### config.mk
export PLATFORM = sky130hd
export DESIGN_NAME = aq_fifo_wr_packer
export DESIGN_NICKNAME = d
export VERILOG_FILES = /design/src/rtl/aq_fifo_wr_packer.sv
export SDC_FILE = /design/constraint.sdc
export NUM_CORES = 1
export LEC_CHECK = 0
export ABC_AREA = 1
export BUFFER_PORTS_ARGS = -buffer_cell sky130_fd_sc_hd__buf_2
export CAP_MARGIN = 20
export CORE_ASPECT_RATIO = 0.6
export CORE_MARGIN = 2
export CORE_UTILIZATION = 50
export DETAILED_ROUTE_END_ITERATION = 8
export PLACE_DENSITY = 0.88
export SYNTH_ARGS = -nofsm -noshare
export SYNTH_HDL_FRONTEND = slang
export SYNTH_SLANG_ARGS = --single-unit
### constraint.sdc
create_clock -name FIFO_WR_CLK -period 2.7 [get_ports FIFO_WR_CLK]
set_input_delay 0.81 -clock FIFO_WR_CLK [delete_from_list [all_inputs] [get_ports FIFO_WR_CLK]]
set_output_delay 0.81 -clock FIFO_WR_CLK [all_outputs]
set_load 0.005 [all_outputs]
### src/rtl/aq_fifo_wr_packer.sv
// aq_fifo_wr_packer: producer-side write front end for the async FIFO.
// Holds one word back so that any commit can carry FIFO_WR_LAST.
module aq_fifo_wr_packer #(
    parameter int FIFO_WIDTH   = 64,
    parameter int BURST_LEN    = 16,
    parameter int IDLE_TIMEOUT = 32
) (
    input  logic                  RST_N,
    input  logic                  FIFO_WR_CLK,
    input  logic                  S_VALID,
    output logic                  S_READY,
    input  logic [FIFO_WIDTH-1:0] S_DATA,
    input  logic                  S_LAST,
    input  logic                  FLUSH,
    output logic                  FIFO_WR_ENA,
    output logic [FIFO_WIDTH-1:0] FIFO_WR_DATA,
    output logic                  FIFO_WR_LAST,
    input  logic                  FIFO_WR_FULL,
    input  logic                  FIFO_WR_ALM_FULL,
    output logic                  BUSY,
    output logic [15:0]           COMMIT_CNT
);
    localparam int BW = (BURST_LEN > 1) ? $clog2(BURST_LEN) : 1;
    localparam int IW = $clog2(IDLE_TIMEOUT + 1);
    localparam logic [BW-1:0] BURST_MAX = BW'(BURST_LEN - 1);
    localparam logic [IW-1:0] IDLE_MAX  = IW'(IDLE_TIMEOUT);

    typedef enum logic [1:0] {
        ST_EMPTY  = 2'd0,
        ST_HOLD   = 2'd1,
        ST_COMMIT = 2'd2
    } state_e;

    state_e                  state_q, state_d;
    logic [FIFO_WIDTH-1:0]   hold_data_q, hold_data_d;
    logic                    hold_last_q, hold_last_d;
    logic [BW-1:0]           burst_q, burst_d;
    logic [IW-1:0]           idle_q, idle_d;
    logic [15:0]             cnt_q, cnt_d;
    logic                    accept;
    logic                    commit_cond;

    always_comb begin
        S_READY = 1'b0;
        unique case (state_q)
            ST_EMPTY: S_READY = ~FIFO_WR_ALM_FULL;
            ST_HOLD:  S_READY = ~FIFO_WR_FULL & ~FIFO_WR_ALM_FULL;
            default:  S_READY = 1'b0;
        endcase
    end

    assign accept      = S_VALID & S_READY;
    assign commit_cond = hold_last_q | (burst_q == BURST_MAX)
                       | (idle_q == IDLE_MAX) | FLUSH | FIFO_WR_ALM_FULL;

    assign FIFO_WR_DATA = hold_data_q;
    assign BUSY         = (state_q != ST_EMPTY);
    assign COMMIT_CNT   = cnt_q;

    always_comb begin
        state_d      = state_q;
        hold_data_d  = hold_data_q;
        hold_last_d  = hold_last_q;
        burst_d      = burst_q;
        idle_d       = idle_q;
        cnt_d        = cnt_q;
        FIFO_WR_ENA  = 1'b0;
        FIFO_WR_LAST = 1'b0;

        unique case (state_q)
            ST_EMPTY: begin
                if (accept) begin
                    hold_data_d = S_DATA;
                    hold_last_d = S_LAST;
                    idle_d      = '0;
                    state_d     = ST_HOLD;
                end
            end
            ST_HOLD: begin
                if (commit_cond && !FIFO_WR_FULL) begin
                    FIFO_WR_ENA  = 1'b1;
                    FIFO_WR_LAST = 1'b1;
                    idle_d       = '0;
                    if (accept) begin
                        hold_data_d = S_DATA;
                        hold_last_d = S_LAST;
                    end else begin
                        hold_last_d = 1'b0;
                        state_d     = ST_EMPTY;
                    end
                end else if (commit_cond) begin
                    idle_d  = '0;
                    state_d = ST_COMMIT;
                end else if (accept) begin
                    FIFO_WR_ENA = 1'b1;
                    hold_data_d = S_DATA;
                    hold_last_d = S_LAST;
                    idle_d      = '0;
                end else if (idle_q != IDLE_MAX) begin
                    idle_d = idle_q + IW'(1);
                end
            end
            ST_COMMIT: begin
                if (!FIFO_WR_FULL) begin
                    FIFO_WR_ENA  = 1'b1;
                    FIFO_WR_LAST = 1'b1;
                    hold_last_d  = 1'b0;
                    state_d      = ST_EMPTY;
                end
            end
            default: state_d = ST_EMPTY;
        endcase

        // Burst length counts writes since the last commit marker
        if (FIFO_WR_ENA) begin
            if (FIFO_WR_LAST) begin
                burst_d = '0;
                cnt_d   = cnt_q + 16'd1;
            end else begin
                burst_d = burst_q + BW'(1);
            end
        end
    end

    always_ff @(posedge FIFO_WR_CLK or negedge RST_N) begin
        if (!RST_N) begin
            state_q     <= ST_EMPTY;
            hold_data_q <= '0;
            hold_last_q <= 1'b0;
            burst_q     <= '0;
            idle_q      <= '0;
            cnt_q       <= '0;
        end else begin
            state_q     <= state_d;
            hold_data_q <= hold_data_d;
            hold_last_q <= hold_last_d;
            burst_q     <= burst_d;
            idle_q      <= idle_d;
            cnt_q       <= cnt_d;
        end
    end
endmodule

==> flow_summary.toml <==
[power]
power.leakage_nw = 3.13
power-per-cell-area_nw_per_um2 = 1060
ir_drop_mv = 0.554

[cts]
clk_latency_ps = 330
cts_sinks = 93
root_buffer = "clkbuf_16"
clkTransAtPathRegs_ps = 70
h-tree-depth = 3
clock_path_buffers = 2
cts_tree = "yes"
numCtsBuffers = 9

[yosys]
ys_warn_count = 0
synth_compound_area_share_pct = 3.90
synthFlopType = "dfrtp_1"
netlist.area_leader.share_pct = 53.7
synth_edf_count = 0
syn_nets = 600
synth.area.top_cells = "dfrtp_1, nand2_1, nand3_1"
synth_simple_gate_area_share_pct = 32.4
ys_ff_latch = 93
yosysTopAreaCell = "dfrtp_1"
ys_seq_area_share_pct = 53.7
synth_mux_area_share_pct = 0
synth_cell_types = 27
avgSynthCellArea_um2 = 8.31
synthArstFlopShare_pct = 100
synth-xor-area-share_pct = 2.63
synth_top_family_by_area = "simple AND/OR/NAND/NOR gates"
syn-cell-area_um2 = 4340
synth-adder-area-share_pct = 2.02
syn-instance-count = 522

[floorplanning]
dieHeight_um = 76.1
core_um2 = 8460
fp-row-count = 26
start_util_pct = 51.3
io_pins = 155
die_area_um2 = 9460
fp.dieW_um = 124

[final_layout]
diodes = 0
final_common_cell = "nand2_1"
most-common-layout-cells = "nand2_1, buf_2, dfrtp_1"
area_delta_synth_final_pct = 30.9
drive_above_1_share_pct = 31.5
final_nets = 761
num-fill-cells = 671

[routing]
drt_iter0_drc = 339
dr.pass1.iters = 6
routedWlPerCell_um = 14.6
routed_via_density = 5.23
drc = 0
drtAntennaViolNets = 0
vias = 4187
routed_wl_mm = 11.7

[timing]
slew_headroom_pct = 67.2
rsz0062_at_grt = "true"
fmax_ghz = 0.385
final.setup.worst_slack_ps = 105
skew_ps = 5.55
setup_viol = 0
fin_crit_sh_pct = 96.1
report.final.slew_viol_count = 0
min_period_ps = 2590
holdWs_ps = 434
worst_slew_pin_slew_ps = 489
hold_viol_final = 0

[worst_setup_path]
critPathBufInv = 2
crit_start = "FLUSH"
cp_slowest_cell = "a21oi_2"
end_kind = "output pin"
crit_path_start_kind = "primary input"
worstPathCellList = "buf_2 > nor2_2 > nand2_1 > nor2_2 > nand2_2 > nand2_1 > nand3_2 > a21oi_2 > buf_2"
cp.required_ps = 1890
crit_arrival_ps = 1780
path_class = "in2out"
timing.rr.start = "state_q[0]"
worstPathMaxFanout = 5
cpPeakStageDelay_ps = 160
crit_family = "simple AND/OR/NAND/NOR gates"
r2r_setup_slack_ps = 570

[placement]
detailedPlace.worstSlack_ps = 59.7
dpl.hpwl_mm = 8.40
gp_congestion = 0.899
portBuffers = 154

[flow_run]
drv_cap = 0

[global_routing]
grt-ovfl-total = 0
grt_max_degree = 58
grt_first_pass_wirelength_mm = 19.6
grt_pass1_vias = 4041
track_usage_pct = 25.2
antenna_found_initial = 0

[outcome]
status = "finished clean"

[min_path]
hold_class = "in2async"
## layer usage
| layer | vias up | track usage, % | part of all wire (%) |
|---|---|---|---|
| li1 | 1998 | - | - |
| met5 | - | 0 | 0 |
| met3 | 21 | 5.55 | 6.8 |
| met4 | 0 | 6.85 | 1.5 |
| met2 | 177 | 42.3 | 48 |
| met1 | 1991 | 33.5 | 44 |
## layout make-up
class                      count  area [um^2]  area share, %
sequential                    93         2330           41.0
clock inverter                 6         96.3           1.70
clock buffer                  10          229           4.04
multi-input combinational    377         1830           32.3
timing repair buffer         173          941           16.6
tap                          112          140           2.47
inverter                      29          109           1.92
## per-stage QoR
stage	total power, mW	TNS [ps]	cell area, um^2	cells	utilization (%)
6_report	5.99	0	5670	800	67.1
3_3_place_gp	4.35	0	5250	778	62.1
5_1_grt	6.42	-42.4	5670	800	67.1
2_1_floorplan	3.51	0	4340	522	-
4_1_cts	5.94	0	5610	796	66.3
3_5_place_dp	4.51	0	5250	778	62.1
## power by group
group | leakage (nW) | internal (mW) | switching [mW]
sequential | 1.19 | 1.94 | 0.352
combinational | 1.78 | 0.969 | 1.36
clock | 0.155 | 0.821 | 0.542
total | 3.13 | 3.73 | 2.26
## what timing repair did
action,in CTS,in global routing
hold endpoints to repair,0,0
hold buffers,0,0
pin swaps,1,4
setup endpoints to repair,1,2
buffers inserted,2,4
resized for setup,6,12
## flip-flops by register name (all words and copies together), names as in the netlist
signal and cells:
hold_last_q 1, burst_q 4, state_q 2, idle_q 6, COMMIT_CNT 16, FIFO_WR_DATA 64
## cells by family (layout without fill, tap and decap cells)
group	Yosys count	count (layout)
xor+xnor	13	13
fa+ha+maj	7	7
flops	93	93
simple gates	325	325
compound gates	32	32
buf+inv	52	218
## final timing paths
path	to	depth (start not counted)
min	FIFO_WR_DATA[8]	1
min reg2reg	FIFO_WR_DATA[40]	2
max	FIFO_WR_ENA	9
max in group asynchronous	FIFO_WR_DATA[6]	2
min in group FIFO_WR_CLK	FIFO_WR_DATA[40]	2
max reg2reg	FIFO_WR_DATA[30]	11
## Yosys cell counts, types with 2 or more instances
cell type  count
a21oi_1        7
buf_2         16
buf_4          3
clkbuf_1       3
dfrtp_1       93
ha_1           7
inv_1         26
inv_2          3
nand2_1      199
nand2_2        4
nand2_4        2
nand3_1       82
nand4_1        2
nor2_1        20
nor3_1        10
nor3b_1        3
o21ai_0       19
o21ai_1        3
xnor2_1        6
xor2_1         7
(Power assumes the default switching activity.)
